==> src/rtl/alu_arbiter.sv <==
// Round-robin front end that shares one combinational ALU between two requesters.
// One operation in flight: IDLE (grant) -> EXEC (ALU evaluates) -> RESP (hold result).
module alu_arbiter #(
  parameter int WORD_SIZE    = 8,
  parameter int ALU_CON_SIZE = 4
) (
  input  logic                      clk,
  input  logic                      rst,
  input  logic [1:0]                req_valid,
  output logic [1:0]                req_ready,
  input  logic [2*ALU_CON_SIZE-1:0] req_op,
  input  logic [2*WORD_SIZE-1:0]    req_a,
  input  logic [2*WORD_SIZE-1:0]    req_b,
  output logic [1:0]                resp_valid,
  input  logic [1:0]                resp_ready,
  output logic [WORD_SIZE-1:0]      resp_data,
  output logic                      resp_ovf,
  output logic                      resp_err,
  output logic [ALU_CON_SIZE-1:0]   alu_con,
  output logic [WORD_SIZE-1:0]      alu_in_1,
  output logic [WORD_SIZE-1:0]      alu_in_2,
  input  logic [WORD_SIZE-1:0]      alu_out
);

  localparam logic [ALU_CON_SIZE-1:0] OP_AND = ALU_CON_SIZE'(4'b0000);
  localparam logic [ALU_CON_SIZE-1:0] OP_OR  = ALU_CON_SIZE'(4'b0001);
  localparam logic [ALU_CON_SIZE-1:0] OP_ADD = ALU_CON_SIZE'(4'b0010);
  localparam logic [ALU_CON_SIZE-1:0] OP_SUB = ALU_CON_SIZE'(4'b0110);
  localparam logic [ALU_CON_SIZE-1:0] OP_NOR = ALU_CON_SIZE'(4'b1111);

  typedef enum logic [1:0] {
    S_IDLE,
    S_EXEC,
    S_RESP
  } state_t;

  state_t                  r_state;
  logic                    r_last_grant;
  logic                    r_grant;
  logic                    r_legal;
  logic [ALU_CON_SIZE-1:0] r_op;
  logic [WORD_SIZE-1:0]    r_a;
  logic [WORD_SIZE-1:0]    r_b;

  logic                    w_grant;
  logic                    w_take;
  logic                    w_sel_legal;
  logic                    w_ovf;
  logic [ALU_CON_SIZE-1:0] w_sel_op;
  logic [WORD_SIZE-1:0]    w_sel_a;
  logic [WORD_SIZE-1:0]    w_sel_b;

  function automatic logic is_legal(input logic [ALU_CON_SIZE-1:0] op);
    return (op == OP_AND) || (op == OP_OR) || (op == OP_ADD) ||
           (op == OP_SUB) || (op == OP_NOR);
  endfunction

  // NOTE: every always_comb output gets a default first so no latch is inferred.
  always_comb begin
    w_grant = req_valid[1];
    if (req_valid == 2'b11) w_grant = ~r_last_grant;
  end

  assign w_sel_op    = w_grant ? req_op[2*ALU_CON_SIZE-1:ALU_CON_SIZE] : req_op[ALU_CON_SIZE-1:0];
  assign w_sel_a     = w_grant ? req_a[2*WORD_SIZE-1:WORD_SIZE] : req_a[WORD_SIZE-1:0];
  assign w_sel_b     = w_grant ? req_b[2*WORD_SIZE-1:WORD_SIZE] : req_b[WORD_SIZE-1:0];
  assign w_sel_legal = is_legal(w_sel_op);

  // Ready is gated by rst so the reset state shows no accept even with valid held high.
  assign w_take    = (r_state == S_IDLE) && (req_valid != 2'b00) && !rst;
  assign req_ready = w_take ? (2'b01 << w_grant) : 2'b00;

  // Signed overflow from the operand signs and the sign of the ALU result.
  always_comb begin
    w_ovf = 1'b0;
    if (r_op == OP_ADD)
      w_ovf = (r_a[WORD_SIZE-1] == r_b[WORD_SIZE-1]) &&
              (alu_out[WORD_SIZE-1] != r_a[WORD_SIZE-1]);
    else if (r_op == OP_SUB)
      w_ovf = (r_a[WORD_SIZE-1] != r_b[WORD_SIZE-1]) &&
              (alu_out[WORD_SIZE-1] != r_a[WORD_SIZE-1]);
  end

  // NOTE: sequential state uses non-blocking assignments so every register samples pre-edge values.
  always_ff @(posedge clk or posedge rst) begin
    if (rst) begin
      r_state      <= S_IDLE;
      r_last_grant <= 1'b1;
      r_grant      <= 1'b0;
      r_legal      <= 1'b0;
      r_op         <= '0;
      r_a          <= '0;
      r_b          <= '0;
      resp_valid   <= 2'b00;
      resp_data    <= '0;
      resp_ovf     <= 1'b0;
      resp_err     <= 1'b0;
      alu_con      <= '0;
      alu_in_1     <= '0;
      alu_in_2     <= '0;
    end else begin
      case (r_state)
        S_IDLE: begin
          if (w_take) begin
            r_grant <= w_grant;
            r_legal <= w_sel_legal;
            r_op    <= w_sel_op;
            r_a     <= w_sel_a;
            r_b     <= w_sel_b;
            // ALU inputs load here so they are stable for the whole EXEC cycle.
            if (w_sel_legal) begin
              alu_con  <= w_sel_op;
              alu_in_1 <= w_sel_a;
              alu_in_2 <= w_sel_b;
            end
            r_state <= S_EXEC;
          end
        end
        S_EXEC: begin
          resp_valid <= 2'b01 << r_grant;
          if (r_legal) begin
            resp_data <= alu_out;
            resp_ovf  <= w_ovf;
            resp_err  <= 1'b0;
          end else begin
            resp_data <= '0;
            resp_ovf  <= 1'b0;
            resp_err  <= 1'b1;
          end
          r_state <= S_RESP;
        end
        S_RESP: begin
          if (resp_ready[r_grant]) begin
            resp_valid   <= 2'b00;
            r_last_grant <= r_grant;
            r_state      <= S_IDLE;
          end
        end
        default: r_state <= S_IDLE;
      endcase
    end
  end

endmodule

==> config.mk <==
export PLATFORM = sky130hd
export DESIGN_NAME = alu_arbiter
export DESIGN_NICKNAME = d
export VERILOG_FILES = /design/src/rtl/alu_arbiter.sv
export SDC_FILE = /design/constraint.sdc
export NUM_CORES = 1
export LEC_CHECK = 0
export CORE_MARGIN = 10
export CORE_UTILIZATION = 46
export DETAILED_ROUTE_END_ITERATION = 8
export PLACE_DENSITY_LB_ADDON = 0.25
export SLEW_MARGIN = 20
export SYNTH_ARGS = -nofsm -noshare
export SYNTH_HDL_FRONTEND = slang
export SYNTH_SLANG_ARGS = --single-unit
==> constraint.sdc <==
create_clock -name clk -period 3.3 [get_ports clk]
set_input_delay 0.825 -clock clk [delete_from_list [all_inputs] [get_ports clk]]
set_output_delay 0.825 -clock clk [all_outputs]
set_load 0.02 [all_outputs]
* After elaboration in Yosys (flattened, before gate mapping)
Index checks and enable logic that the tools add are counted.
** Operators by class
- Multiplexer cells :: 16
- Order comparisons :: 1
- Equal/unequal tests :: 14
- Reduce and logical (&&, ||, !) cells :: 18
- Shifts and indexed selects :: 2
- Bitwise logic cells :: 1
** Operators by type and width (count)
- 2-to-1 mux 8 bit :: 3
- == test 4 x 2 -> 1 bit (second input constant) :: 2
- == test 4 x 3 -> 1 bit (second input constant) :: 2
- AND reduction 2 bit :: 4
- 2-to-1 mux 1 bit :: 7
- 2-to-1 mux 2 bit :: 3
- one-hot mux 2 bit (3 select lines) :: 1
- == test 2 bit (second input constant) :: 2
- == test 4 x 1 -> 1 bit (second input constant) :: 1
- == test 4 bit (second input constant) :: 1
- logical AND 1 bit :: 4
- logical NOT 4 bit :: 1
- logical OR 1 bit :: 4
- 2-to-1 mux 4 bit :: 1
- inequality test 2 bit (second input constant) :: 2
- one-hot mux 2 bit (2 select lines) :: 1
- nonzero test 2 bit :: 2
- << shifter 1 x 1 -> 2 bit (first input constant) :: 2
- AND reduction 3 bit :: 1
- == test 2 x 1 -> 1 bit (second input constant) :: 1
- logical NOT 2 bit :: 1
- less-than comparator 1 x 2 -> 1 bit (second input constant) :: 1
- inequality test 1 bit :: 2
- == test 1 bit :: 1
- other kinds (2) :: 2
** Storage, ports and cells
- Input bits :: 54
- Register bits after elaboration :: 57

* Depth between registers and ports, before layout
- Depth after elaboration :: 9
- Depth in mapped cells :: 9

* Worst setup path after synthesis
No wires, ideal clock.
- Path kind :: input -> output
- Start :: in rst
- End :: out req_ready[0]
- Path buffers :: 2
- Slack :: 550 ps
- Data required time :: 2475 ps
- Arrival time :: 1925 ps
- Cell stages on the path :: 4
- Path through :: or4_4 > buf_6 > clkbuf_1 > nor2_1
** On the way
- Longest elaborated chain between the ends :: 3
** Ends and longest elaborated chain
- from (decl) :: RTL line 8 : input logic rst,
- logical NOT 1 bit (no source line)
- logical AND 1 bit :: RTL line 70 : assign w_take = (r_state == S_IDLE) && (req_valid != 2'b00) && !rst;
- 2-to-1 mux 2 bit :: RTL line 71 : assign req_ready = w_take ? (2'b01 << w_grant) : 2'b00;
- to (decl) :: RTL line 10 : output logic [1:0] req_ready,
No other way between the ends.

* Final worst setup path
- Start :: in req_valid[1]
- End :: out req_ready[0]
** On the way
- Longest elaborated chain between the ends :: 4
- Elaborated cells between the ends (all ways) :: 7
- Classes of those cells :: 1 x eq/ne; 1 x shift; 2 x mux; 3 x reduce/logical
** Ends and longest elaborated chain
- from (decl) :: RTL line 9 : input logic [1:0] req_valid,
- == test 2 bit or nonzero test 2 bit (tied branches) :: RTL line 61, 70
- 2-to-1 mux 1 bit or logical AND 1 bit (tied branches) :: RTL line 61, 70
- << shifter 1 x 1 -> 2 bit or logical AND 1 bit (tied branches) :: RTL line 71, 70
- 2-to-1 mux 2 bit (*) :: RTL line 71
Mark *: on every way between the ends. The rest lies on a longest branch, timed or not.

==> out/results.tsv <==
stage	metric	value	unit
place	dpl.hpwl	4180	um
detailed_routing	ant_nets	0	
cts	numCtsBuffers	5	
synthesis	syn_avg_cell_area	11.3	um2
critical_path	startpoint	req_valid[1]	
global_routing	grt_pass1_wl	8710	um
global_routing	grt_overflow	0	
place	gp_congestion	0.806	
detailed_routing	drc_errors	0	
critical_path	cp.depth	5	
sta	finalCritPeriodShare	0.955	
detailed_routing	viasPerCell	5.12	
sta	period_needed	3150	ps
critical_path	crit_chain	clkdlybuf4s50_1 -> nor2_1 -> or4_4 -> nor2_1 -> dlygate4sd2_1	
sta	max_freq	317	MHz
critical_path	crit_arrival	2330	ps
critical_path	cp_top_family	buffers and inverters	
critical_path	reg2reg_to	alu_in_2[1]	
status	status	completed	
finish	nNetsFinal	332	
critical_path	worstSetupPathType	input pin to output port	
pwr	peakVddDrop	0.402	mV
finish	drive_gt1_frac	0.158	
pwr	p_leak	1.40	nW
critical_path	r2r_start	r_state[0]	
pwr	power_density	800	mW/mm2
cts	insertion_delay	300	ps
cts	cts_buffer_depth	2	
detailed_routing	first_pass_iters	4	
cts	cts-root-buf	clkbuf_8	
cts	cts_max_level	2	
global_routing	track_usage	0.143	
floorplanning	initial_utilization	0.475	
floorplanning	die_w	87.3	um
finish	syn2layout_area_growth	49.8	%
synthesis	ys_seq_area_frac	0.517	
detailed_routing	vias	1695	
place	placed_cell_area	0.00304	mm2
min_path	hp-class	flop to flop	
sta	hold_violations	0	
cts	tritoncts	built	
sta	rsz0062_at_grt	no	
pwr	p_total	0.00250	W
critical_path	max_stage_delay	470	ps
detailed_routing	drt_iter0_drc	67	
synthesis	synth_seq_cells	43	
synthesis	ys_types	33	
critical_path	crit_top_cell	nor2_1	
sta	finalSetupTns	0	ps
finish	stdcell_area	0.00312	mm2
floorplanning	die_area	0.00762	mm2
sta	fin_skew	7.07	ps
synthesis	yosys_warnings	0	
critical_path	required	2470	ps
global_routing	grt_antenna_before_repair	0	
critical_path	cp-start-kind	input pin	
finish	insertedDiodeCount	0	
critical_path	critPathCapture	req_ready[0]	
floorplanning	ios	88	
cts	clk_pin_slew_worst_paths	80	ps
critical_path	regToRegSetupSlack	1020	ps
critical_path	rr_worst_depth	6	
sta	holdWs	476	ps
place	port_buffers	87	
sta	slew_headroom	0.405	
synthesis	synth_top_cell_by_area	dfrtp_1	
sta	slew_violations	0	
detailed_routing	routed_wl	5340	um
synthesis	syn_inst	185	
floorplanning	coreArea	0.00438	mm2
critical_path	cp_max_fo	4	
synthesis	synth.top_cell.area_share	0.504	
critical_path	end_kind	output port	
detailed_routing	wire_per_inst	16.1	um
global_routing	grt_pass1_vias	1786	
sta	worst_pin_slew	892	ps
synthesis	synth.area.top_cells	dfrtp_1 50%, mux2_2 8.6%, nand2_1 6.5%, mux2_1 4.9%, mux2i_1 4.3%	
critical_path	crit_buf_inv	2	
floorplanning	rows	24	
global_routing	grt_max_degree	44	
job	drv_cap	0	
synthesis	syn_nets	239	
sta	setup_viol	0	
cts	cts.sinks	43	
critical_path	crit_path_top_delay_cell	clkdlybuf4s50_1	
floorplanning	die_h	87.3	um
synthesis	syn-cell-area	0.00208	mm2
[cell usage in the layout, fill, tap and decap left out, types with 3 or more instances in the layout]
| master | synthesis | routed |
|---|---|---|
| mux2_2 | 16 | 16 |
| nor2_1 | 8 | 8 |
| a21oi_1 | 4 | 4 |
| buf_4 | 0 | 8 |
| o21ai_0 | 13 | 13 |
| mux2_1 | 9 | 9 |
| mux2i_1 | 9 | 9 |
| nand2_1 | 36 | 36 |
| dfrtp_1 | 42 | 42 |
| clkdlybuf4s50_1 | 0 | 85 |
| inv_1 | 4 | 3 |
| mux2_4 | 6 | 6 |
| clkbuf_8 | 0 | 5 |
[metrics by stage]
stage          setup WS (ps)   util  instances
3_5_place_dp            -151  0.694        323
6_report                 147  0.712        331
2_1_floorplan            550      -        185
4_1_cts                  120  0.712        331
5_1_grt                 74.8  0.712        331
3_3_place_gp            -159  0.694        323
[cell usage after synthesis (all sizes together)]
master and n:
dfrtp 42, nand2 36, mux2 31, o21ai 13, mux2i 9, nor2 8, clkbuf 7, a21oi 4
inv 4, buf 3, nor2b 3, a211oi 2, a21o 2, nand2b 2, xnor2 2, xor2 2
a21boi 1, a221oi 1, a32o 1, and2 1, and3 1, clkinv 1, dfstp 1, nand3 1
nand3b 1, nand4 1, nor4 1, nor4bb 1, o211ai 1, o21a 1, or4 1
[repair_timing]
item / 4_1_cts / 5_1_grt
buffers inserted: 0 / 0
setup endpoints to repair: 2 / 0
hold buffers: 0 / 0
gates resized for setup: 2 / 0
[cell type report]
class / instances / area (um2)
fill: 345 / 1260
sequential: 43 / 1080
timing repair buffer: 96 / 948
multi-input combinational: 127 / 930
clock buffer: 7 / 76.3
tap: 52 / 65.1
inverter: 5 / 20.0
clock inverter: 1 / 5.00
[metal layers]
| layer | GRT usage | up-vias | part of all wire |
|---|---|---|---|
| met3 | 0.0674 | 4 | 0.086 |
| met1 | 0.149 | 820 | 0.38 |
| met4 | 0.0348 | 0 | 0.0086 |
| met5 | 0 | - | 0 |
| li1 | - | 822 | - |
| met2 | 0.251 | 49 | 0.52 |
[tightest hold or removal path: stages, from the launching register on]
cell and delay [ps]:
dfrtp_1 350, nand2_1 50, nand2_1 50
[power by group]
part	switching [W]	internal (W)
combinational	0.000588	0.000638
sequential	0.000168	0.000779
clock	0.000177	0.000149
total	0.000933	0.00157
[flip-flops by register name (all words and copies together), names as in the netlist]
| name | flops |
|---|---|
| alu_con | 4 |
| alu_in_1 | 8 |
| alu_in_2 | 8 |
| r_a | 1 |
| r_b | 1 |
| r_grant | 1 |
| r_last_grant | 1 |
| r_legal | 1 |
| r_op | 4 |
| r_state | 2 |
| resp_data | 8 |
| resp_err | 1 |
| resp_ovf | 1 |
| resp_valid | 2 |
[worst min path at each step]
stage,startpoint,to,cells past startpoint
after detailed placement,r_op[1],r_op[1],2
after global placement,r_op[1],r_op[1],2
after floorplan,r_op[1],r_op[1],2
final,r_op[1],r_op[1],2
after global routing,r_op[1],r_op[1],2
after CTS,r_op[1],r_op[1],2
[kinds of logic (layout without fill, tap and decap cells)]
family,after synthesis,in the layout,synth area share
buffers and inverters,15,109,0.0384
XOR/XNOR,4,4,0.0168
AO/OA/AOI/OAI,26,26,0.0768
AND/OR/NAND/NOR,57,57,0.130
multiplexers,40,40,0.221
flip-flops,43,43,0.517
No activity file was read; power rests on OpenSTA's default activity.
